File: config.mk
export PLATFORM = sky130hd
export DESIGN_NAME = zamanlayici
export DESIGN_NICKNAME = d
export VERILOG_FILES = /design/src/rtl/zamanlayici_pkg.sv /design/src/rtl/zamanlayici_on_olcekleyici.sv /design/src/rtl/zamanlayici.sv
export SDC_FILE = /design/constraint.sdc
export NUM_CORES = 1
export LEC_CHECK = 0
export CORE_MARGIN = 2
export CORE_UTILIZATION = 59
export DETAILED_ROUTE_END_ITERATION = 10
export GPL_ROUTABILITY_DRIVEN = 0
export PLACE_DENSITY = 0.77
export RECOVER_POWER = 100
export SYNTH_ARGS = -nofsm -noshare
export SYNTH_HDL_FRONTEND = slang
export SYNTH_SLANG_ARGS = --single-unit
export TNS_END_PERCENT = 20
File: constraint.sdc
create_clock -name clk_i -period 2.19 [get_ports clk_i]
set_input_delay 0.438 -clock clk_i [delete_from_list [all_inputs] [get_ports clk_i]]
set_output_delay 0.438 -clock clk_i [all_outputs]
set_load 0.05 [all_outputs]
File: src/rtl/zamanlayici_pkg.sv
// rtl/zamanlayici_pkg.sv - shared constants for the machine timer and its address decoder
//
// Purpose: register offsets selected by adres_i[3:2] and the decoder region
// code (address bits 30:28) that routes loads to the timer.
// Ports: none (package).
package zamanlayici_pkg;

  // Register offsets, indexed by load address bits [3:2].
  typedef enum logic [1:0] {
    ZMN_SAYAC_ALT = 2'd0,  // sayac[31:0], also snapshots sayac[63:32]
    ZMN_SAYAC_UST = 2'd1,  // snapshot taken by the last low-word read
    ZMN_DURUM     = 2'd2,  // bit0 = periodic flag, read-to-clear
    ZMN_DONEM     = 2'd3   // PERIOD constant
  } zmn_adres_e;

  // Region code for address bits 30:28 that selects the timer.
  localparam logic [2:0] ZMN_BOLGE_ZAMANLAYICI = 3'd3;

endpackage

File: src/rtl/zamanlayici_on_olcekleyici.sv
// rtl/zamanlayici_on_olcekleyici.sv - clock prescaler producing the timer tick
//
// Purpose: olcek counts 0..PRESCALE-1; tik_o is high in the cycle where
// olcek == PRESCALE-1, after which olcek returns to 0.
// Ports:
//   clk_i  system clock
//   rst_i  asynchronous active-low reset
//   tik_o  one-cycle tick strobe (constant 1 when PRESCALE == 1)
module on_olcekleyici #(
  parameter int unsigned PRESCALE = 1
) (
  input  logic clk_i,
  input  logic rst_i,
  output logic tik_o
);

  localparam int unsigned OW = (PRESCALE > 1) ? $clog2(PRESCALE) : 1;
  localparam logic [OW-1:0] OLCEK_SON = OW'(PRESCALE - 1);

  logic [OW-1:0] olcek_q;
  logic [OW-1:0] olcek_d;

  // With PRESCALE == 1 the counter sits at 0 == OLCEK_SON, so tik_o is
  // permanently high without needing a separate code path.
  always_comb begin
    tik_o   = (olcek_q == OLCEK_SON);
    olcek_d = tik_o ? '0 : olcek_q + OW'(1);
  end

  always_ff @(posedge clk_i or negedge rst_i) begin
    if (!rst_i) begin
      olcek_q <= '0;
    end else begin
      olcek_q <= olcek_d;
    end
  end

endmodule

File: src/rtl/zamanlayici.sv
// rtl/zamanlayici.sv - read-only memory-mapped 64-bit machine timer
//
// Purpose: 64-bit free-running tick counter behind a prescaler, with a
// coherent high-word snapshot and registered 32-bit read data one cycle
// after each select. Optional periodic flag built when ZAMANLAYICI_KESME_EN
// is defined; otherwise the status register reads 0 and kesme_o is 0.
// Ports:
//   clk_i      system clock
//   rst_i      asynchronous active-low reset
//   timer_i    read select from the address decoder (one read per high cycle)
//   adres_i    load address bits [3:2], register select
//   veri_o     registered read data, holds when no read
//   gecerli_o  one-cycle valid strobe for veri_o
//   kesme_o    periodic-event flag (level)
module zamanlayici
  import zamanlayici_pkg::*;
#(
  parameter int unsigned PRESCALE = 1,
  parameter int unsigned PERIOD   = 1000
) (
  input  logic        clk_i,
  input  logic        rst_i,
  input  logic        timer_i,
  input  logic [1:0]  adres_i,
  output logic [31:0] veri_o,
  output logic        gecerli_o,
  output logic        kesme_o
);

  logic        tik;
  logic [63:0] sayac_q, sayac_d;
  logic [31:0] ust_kopya_q, ust_kopya_d;
  logic [31:0] veri_q, veri_d;
  logic        gecerli_q;
  logic [31:0] durum;
  logic [31:0] oku_veri;
  logic        durum_oku;

  on_olcekleyici #(
    .PRESCALE (PRESCALE)
  ) u_on_olcekleyici (
    .clk_i (clk_i),
    .rst_i (rst_i),
    .tik_o (tik)
  );

  assign durum_oku = timer_i && (adres_i == ZMN_DURUM);

`ifdef ZAMANLAYICI_KESME_EN
  localparam int unsigned DW = (PERIOD > 1) ? $clog2(PERIOD) : 1;
  localparam logic [DW-1:0] DONEM_SON = DW'(PERIOD - 1);

  logic [DW-1:0] donem_q, donem_d;
  logic          bayrak_q, bayrak_d;
  logic          olay;

  // A new event wins over a coinciding read-clear; the read itself still
  // sees the pre-edge flag through the read mux.
  always_comb begin
    olay     = tik && (donem_q == DONEM_SON);
    donem_d  = donem_q;
    if (tik) begin
      donem_d = olay ? '0 : donem_q + DW'(1);
    end
    bayrak_d = bayrak_q;
    if (durum_oku) begin
      bayrak_d = 1'b0;
    end
    if (olay) begin
      bayrak_d = 1'b1;
    end
  end

  always_ff @(posedge clk_i or negedge rst_i) begin
    if (!rst_i) begin
      donem_q  <= '0;
      bayrak_q <= 1'b0;
    end else begin
      donem_q  <= donem_d;
      bayrak_q <= bayrak_d;
    end
  end

  assign durum   = {31'b0, bayrak_q};
  assign kesme_o = bayrak_q;
`else
  assign durum   = 32'b0;
  assign kesme_o = 1'b0;
`endif

  // All read sources are pre-edge values, so a low-word read in a tick
  // cycle returns the count before that increment.
  always_comb begin
    case (adres_i)
      ZMN_SAYAC_ALT: oku_veri = sayac_q[31:0];
      ZMN_SAYAC_UST: oku_veri = ust_kopya_q;
      ZMN_DURUM:     oku_veri = durum;
      default:       oku_veri = 32'(PERIOD);
    endcase
  end

  always_comb begin
    sayac_d     = tik ? sayac_q + 64'd1 : sayac_q;
    // Snapshot the high word alongside the low-word read so a low-then-high
    // pair is coherent even if the low word wraps in between.
    ust_kopya_d = (timer_i && (adres_i == ZMN_SAYAC_ALT)) ? sayac_q[63:32] : ust_kopya_q;
    veri_d      = timer_i ? oku_veri : veri_q;
  end

  always_ff @(posedge clk_i or negedge rst_i) begin
    if (!rst_i) begin
      sayac_q     <= '0;
      ust_kopya_q <= '0;
      veri_q      <= '0;
      gecerli_q   <= 1'b0;
    end else begin
      sayac_q     <= sayac_d;
      ust_kopya_q <= ust_kopya_d;
      veri_q      <= veri_d;
      gecerli_q   <= timer_i;
    end
  end

  assign veri_o    = veri_q;
  assign gecerli_o = gecerli_q;

endmodule

==> flow_metrics.tcl, run 1 <==
set metrics [dict create \
    outcome "completed" \
    layout-drive-gt1-share_pct 15.73 \
    rows 35 \
    r2r_cells 7 \
    drt_iter0_drc 200 \
    antenna_found_initial 0 \
    critPathSlowestCell "clkdlybuf4s50_1" \
    fmax_ghz 0.4696 \
    reg2reg_to "sayac_q[24]" \
    cts_made_buffers 17 \
    p_sw_share_pct 21.41 \
    cp.buffers_inverters 1 \
    clkPwrFrac_pct 52.1 \
    finalSetupViolations 0 \
    ys_async_sr_fraction_pct 100.0 \
    crit_path_max_incr_delay_ps 820 \
    die_height_um 102.6 \
    synthTopCellsByCount "dfrtp_1, inv_1, mux2_2, xnor2_1, xor2_1" \
    clk_latency_ps 520 \
    cts_tree "yes" \
    start_kind "flip-flop" \
    crit_type "reg -> out" \
    clock_sinks 129 \
    ir_drop_uv 472.7 \
    grt_usage_pct 25.76 \
    crit_path_end "veri_o[17]" \
    slew_violations 0 \
    core_region_area_um2 9328 \
    avgRoutedWirePerCell_um 17.93 \
    cap_viol_max_count 0 \
    syn_nets 493 \
    cellPowerDensity_nw_per_um2 804.4 \
    cp.arrival_ps 1690 \
    post-place-cells 649 \
    seq_area_frac_synth_pct 56.25 \
    period_needed_ps 2129 \
    timing.slew.headroom_pct 39.25 \
    dp_worst_setup_slack_ps 168.0 \
    total_power_uw 5521 \
    grt_pass1_vias 3997 \
    p_sw_uw 1182 \
    cts_root_buf "clkbuf_8" \
    setup_tns_ps 0 \
    dp_hpwl_um 8030 \
    area_delta_synth_final_pct 19.58 \
    clock_path_buffers 2 \
    ys.flop_type "dfrtp_1" \
    critPathTopFamily "buffers and inverters" \
    ff2ff_setup_slack_ps 120 \
    worstPathCellList "clkdlybuf4s50_1" \
    yosysUniqueCellTypes 38 \
    globalRouteOverflowTotal 0 \
    final_cells 682 \
    via_count 3892 \
    cp-end-kind "output pin" \
    synth-edff-count 0 \
    fill_cells 621 \
    final-hold-violation-count 0 \
    antenna_left 0 \
    clk_pin_slew_worst_paths_ps 60 \
    crit_required_ps 1750 \
    p_seq_share_pct 43.6 \
    synth_top_area_share_pct 56.25 \
    rsz0062_at_grt "false" \
    final_nets 546 \
    leakage_uw 0.003228 \
    port_buffers 37 \
    yosys.area.top_type "dfrtp_1" \
    worst_slack_ps 60.53 \
    rr_startpoint "sayac_q[0]" \
    netlist_area_um2 5739 \
    yosysMostFrequentCell "dfrtp_1" \
    fin_skew_ps 8.122 \
    num_antenna_cells 0 \
    yosys_warnings 0 \
    viasPerCell 5.707 \
    grt_pass1_wl_um 20460 \
    die_x_um 102.6 \
    synthCells 487 \
    critPathMaxFanout 2 \
    tightest_slew_ps 911.3 \
    grt_max_degree 41 \
    synth-seq-cells 129 \
    hold_path_class "reg -> reg" \
    comb_power_share_pct 4.3 \
    drtPass1Iterations 4 \
    avgSynthCellArea_um2 11.78 \
    path_depth 1 \
    cts-resized-gates 0 \
    worstSetupStartpoint "veri_o[17]" \
    yosys-top-cells-area "dfrtp_1, mux2_2, xnor2_1" \
    fin_crit_sh_pct 97.24 \
    ioPinCount 39 \
    cts_htree_levels 4 \
    finalWirelength_um 12230 \
    drc 0 \
    start_util_pct 61.53 \
    die_area_um2 10530 \
    internal_power_uw 4339 \
]
[power by group through the flow]
stage | Combinational, µW | Sequential, µW | Clock (µW)
3_3_place_gp | 244 | 2450 | 0
3_5_place_dp | 247 | 2450 | 0
6_report | 236 | 2410 | 2880
5_1_grt | 258 | 2410 | 3000
2_1_floorplan | 74.4 | 2500 | 0
4_1_cts | 250 | 2410 | 2910
[how the worst min path moves through the flow]
stage                start     endpoint  slack [ps]  cells past startpoint
3_3_place_gp         rst_i    veri_o[2]         430                      1
3_5_place_dp         rst_i    veri_o[2]         440                      1
2_1_floorplan        rst_i    gecerli_o         140                      0
4_1_cts              rst_i    veri_o[2]         440                      2
5_1_grt        sayac_q[62]  sayac_q[62]         500                      1
6_report       sayac_q[54]  sayac_q[54]         490                      1
[through the flow]
step,utilization (%),hold slack (ps),instance area [µm²]
finish,73.57,487.3,6863
global route,73.57,504.3,6863
floorplan,-,142.4,5739
global placement,67.82,434.1,6326
CTS,74.38,437.3,6938
detailed placement,67.82,436.0,6326
[layout by cell type (no fill, tap or decap), types with 3 or more instances in the layout]
cell	n
and3_1	7
buf_4	5
bufinv_16	4
clkbuf_1	9
clkbuf_16	16
clkbuf_2	5
clkdlybuf4s50_1	34
clkinv_2	3
dfrtp_1	129
inv_1	41
mux2_2	32
mux2i_1	26
nand2_1	23
nand2b_1	3
nand3_1	19
nand4_1	18
nand4_4	4
nor2_1	23
nor2b_1	8
nor3_1	12
nor4_1	5
nor4_2	3
o21ai_0	6
o221ai_1	6
o22ai_1	26
xnor2_1	32
xor2_1	30
[flip-flops by register name, indices dropped and copies added (netlist names)]
register	flops
sayac_q	64
ust_kopya_q	32
veri_o	32
gecerli_o	1
[logic make-up after synthesis]
| group | after synthesis | synth area share, % |
|---|---|---|
| AND/OR/NAND/NOR | 137 | 14.72 |
| XOR/XNOR | 62 | 9.462 |
| adder cells (fa/ha/maj) | 1 | 0.2180 |
| flip-flops | 129 | 56.25 |
| other | 1 | 0.06534 |
| multiplexers | 58 | 10.81 |
| buffers and inverters | 61 | 4.208 |
| AO/OA/AOI/OAI | 38 | 4.273 |
[layer usage]
layer / wire length (µm) / vias to the layer above / global-route usage (%)
li1: - / 1784 / -
met1: 5639 / 1994 / 35.98
met2: 6010 / 95 / 40.72
met3: 392 / 19 / 4.949
met4: 185 / 0 / 9.333
met5: 0 / - / 0
[timing repair]
action,CTS,global route
buffers inserted,0,0
hold buffers,1,0
endpoints found under the hold margin,35,0
[cell type report]
class | count | area [µm²] | area share, %
flip-flops and latches | 129 | 3228 | 47.04
multi-input cells | 297 | 2256 | 32.87
repair buffers | 54 | 461.7 | 6.727
clock buffers | 22 | 442.9 | 6.454
well taps | 129 | 161.4 | 2.352
clock inverters | 10 | 158.9 | 2.315
inverters | 41 | 153.9 | 2.242
No activity file was read; power rests on OpenSTA's default activity.
==> run 2: changes to the inputs <==
Settings changed: CTS_CLUSTER_SIZE set to 14.
==> results of run 2 <==
No change in the layout: final DEF, timing and power equal those of run 1.
==> run 3: changes to the inputs <==
Settings changed: CORE_UTILIZATION 59 to 63, PLACE_DENSITY 0.77 to 0.81.
Clock period 2.19 ns to 2.5 ns, I/O delays scaled along.
==> flow_metrics.tcl, run 3 (synthesis gave the netlist of run 1 again) <==
set metrics [dict create \
    grt_pass1_wl_um 21310 \
    port_buffers 37 \
    dp_hpwl_um 8038 \
    fin_skew_ps 5.937 \
    mostFrequentLayoutCell "dfrtp_1" \
    cp.buffers_inverters 1 \
    leakage_uw 0.003298 \
    ir_drop_uv 425.9 \
    largest_reg_flops 64 \
    final_nets 540 \
    rr_startpoint "sayac_q[2]" \
    grt_usage_pct 27.79 \
    cts-resized-gates 0 \
    ioPinCount 39 \
    num_antenna_cells 0 \
    finalWirelength_um 12720 \
    cts_root_buf "clkbuf_8" \
    fill_cells 551 \
    antenna_found_initial 0 \
    cp-end-kind "output pin" \
    crit_type "reg -> out" \
    critPathMaxFanout 2 \
    drt_iter0_drc 221 \
    final_cells 652 \
    min_from "sayac_q[54]" \
    timing.slew.headroom_pct 32.06 \
    post-place-cells 622 \
    grt_max_degree 48 \
    clk_pin_slew_worst_paths_ps 60 \
    worstSetupStartpoint "veri_o[17]" \
    layout-drive-gt1-share_pct 14.52 \
    critPathSlowestCell "dlygate4sd3_1" \
    slew_violations 0 \
    via_count 3923 \
    crit_required_ps 2000 \
    critPathTopFamily "buffers and inverters" \
    cp.arrival_ps 1760 \
    globalRouteOverflowTotal 0 \
    rows 34 \
    cts_made_buffers 17 \
    period_needed_ps 2260 \
    antenna_left 0 \
    area_delta_synth_final_pct 18.36 \
    total_power_uw 4826 \
    place_area_um2 6255 \
    core_region_area_um2 8763 \
    hold_path_class "reg -> reg" \
    start_kind "flip-flop" \
    drc 0 \
    worstPathCellList "dlygate4sd3_1" \
    cts_tree "yes" \
    fin_area_um2 6793 \
    fin_crit_sh_pct 90.38 \
    clock_sinks 129 \
    ff2ff_setup_slack_ps 250 \
    start_util_pct 65.49 \
    postCtsSetupRepairBufs 0 \
    avgRoutedWirePerCell_um 19.50 \
    crit_path_max_incr_delay_ps 890 \
    die_x_um 99.45 \
    drtPass1Iterations 4 \
    fmax_ghz 0.4426 \
    clk_latency_ps 510 \
    cts_htree_levels 4 \
    cellPowerDensity_nw_per_um2 710.5 \
    largest_register "sayac_q" \
    die_area_um2 9889 \
    outcome "completed" \
    final-hold-violation-count 0 \
    grt_pass1_vias 4168 \
    die_height_um 99.45 \
    viasPerCell 6.017 \
    tightest_slew_ps 1019 \
    finalSetupViolations 0 \
    cap_viol_max_count 0 \
    final_cell_mix "dfrtp_1, inv_1, dlygate4sd3_1" \
    clock_path_buffers 2 \
    rsz0062_at_grt "false" \
    setup_tns_ps 0 \
]
-- run 3: cell types whose count changed in the layout (fill, tap and decap cells not counted), sizes merged --
| cell | previous run | this run |
|---|---|---|
| clkinvlp | 2 | 1 |
| dlygate4sd3 | 2 | 36 |
| clkinv | 4 | 0 |
| clkdlybuf4s50 | 34 | 0 |
| buf | 6 | 2 |
-- run 3: final timing paths --
| kind | cells after the start | end |
|---|---|---|
| max | 1 | veri_o[17] |
| min | 1 | sayac_q[54] |
| max reg2reg | 5 | sayac_q[59] |
| min reg2reg | 1 | sayac_q[54] |
| max in group asynchronous | 3 | sayac_q[38] |
| min in group asynchronous | 2 | veri_o[1] |
-- run 3: report_power, final --
part	internal (µW)	switching [µW]	total (µW)
logic	49.6	148	198
clock network	1680	836	2520
registers	2100	6.27	2110
-- run 3: what timing repair did --
item                                    CTS  global route
endpoints found under the setup margin    0             0
endpoints found under the hold margin    36             0
hold buffers                              1             0
-- run 3: final cells by class --
class | instances | area [µm²] | area share [%]
Multi-Input combinational cell | 297 | 2257 | 33.23
Clock buffer | 24 | 470.5 | 6.926
Tap cell | 108 | 135.1 | 1.989
Clock inverter | 5 | 127.6 | 1.879
Inverter | 41 | 153.9 | 2.266
Sequential cell | 129 | 3228 | 47.52
Timing Repair Buffer | 48 | 420.4 | 6.189
-- run 3: metal layers --
metal | GRT usage (%) | vias up | wire [µm]
li1 | - | 1778 | -
met1 | 36.68 | 2007 | 5441
met2 | 46.00 | 117 | 6453
met3 | 5.692 | 21 | 580
met4 | 10.33 | 0 | 241
met5 | 0 | - | 0
-- run 3: stage by stage --
| stage | hold slack [ps] | utilization [%] | worst slack (ps) |
|---|---|---|---|
| after floorplan | 204.4 | - | 702.9 |
| after global placement | 475.4 | 71.37 | 442.1 |
| after detailed placement | 474.2 | 71.37 | 399.3 |
| after CTS | 485.5 | 78.31 | 282.0 |
| after global routing | 503.8 | 77.51 | 196.7 |
| final | 483.1 | 77.51 | 240.4 |
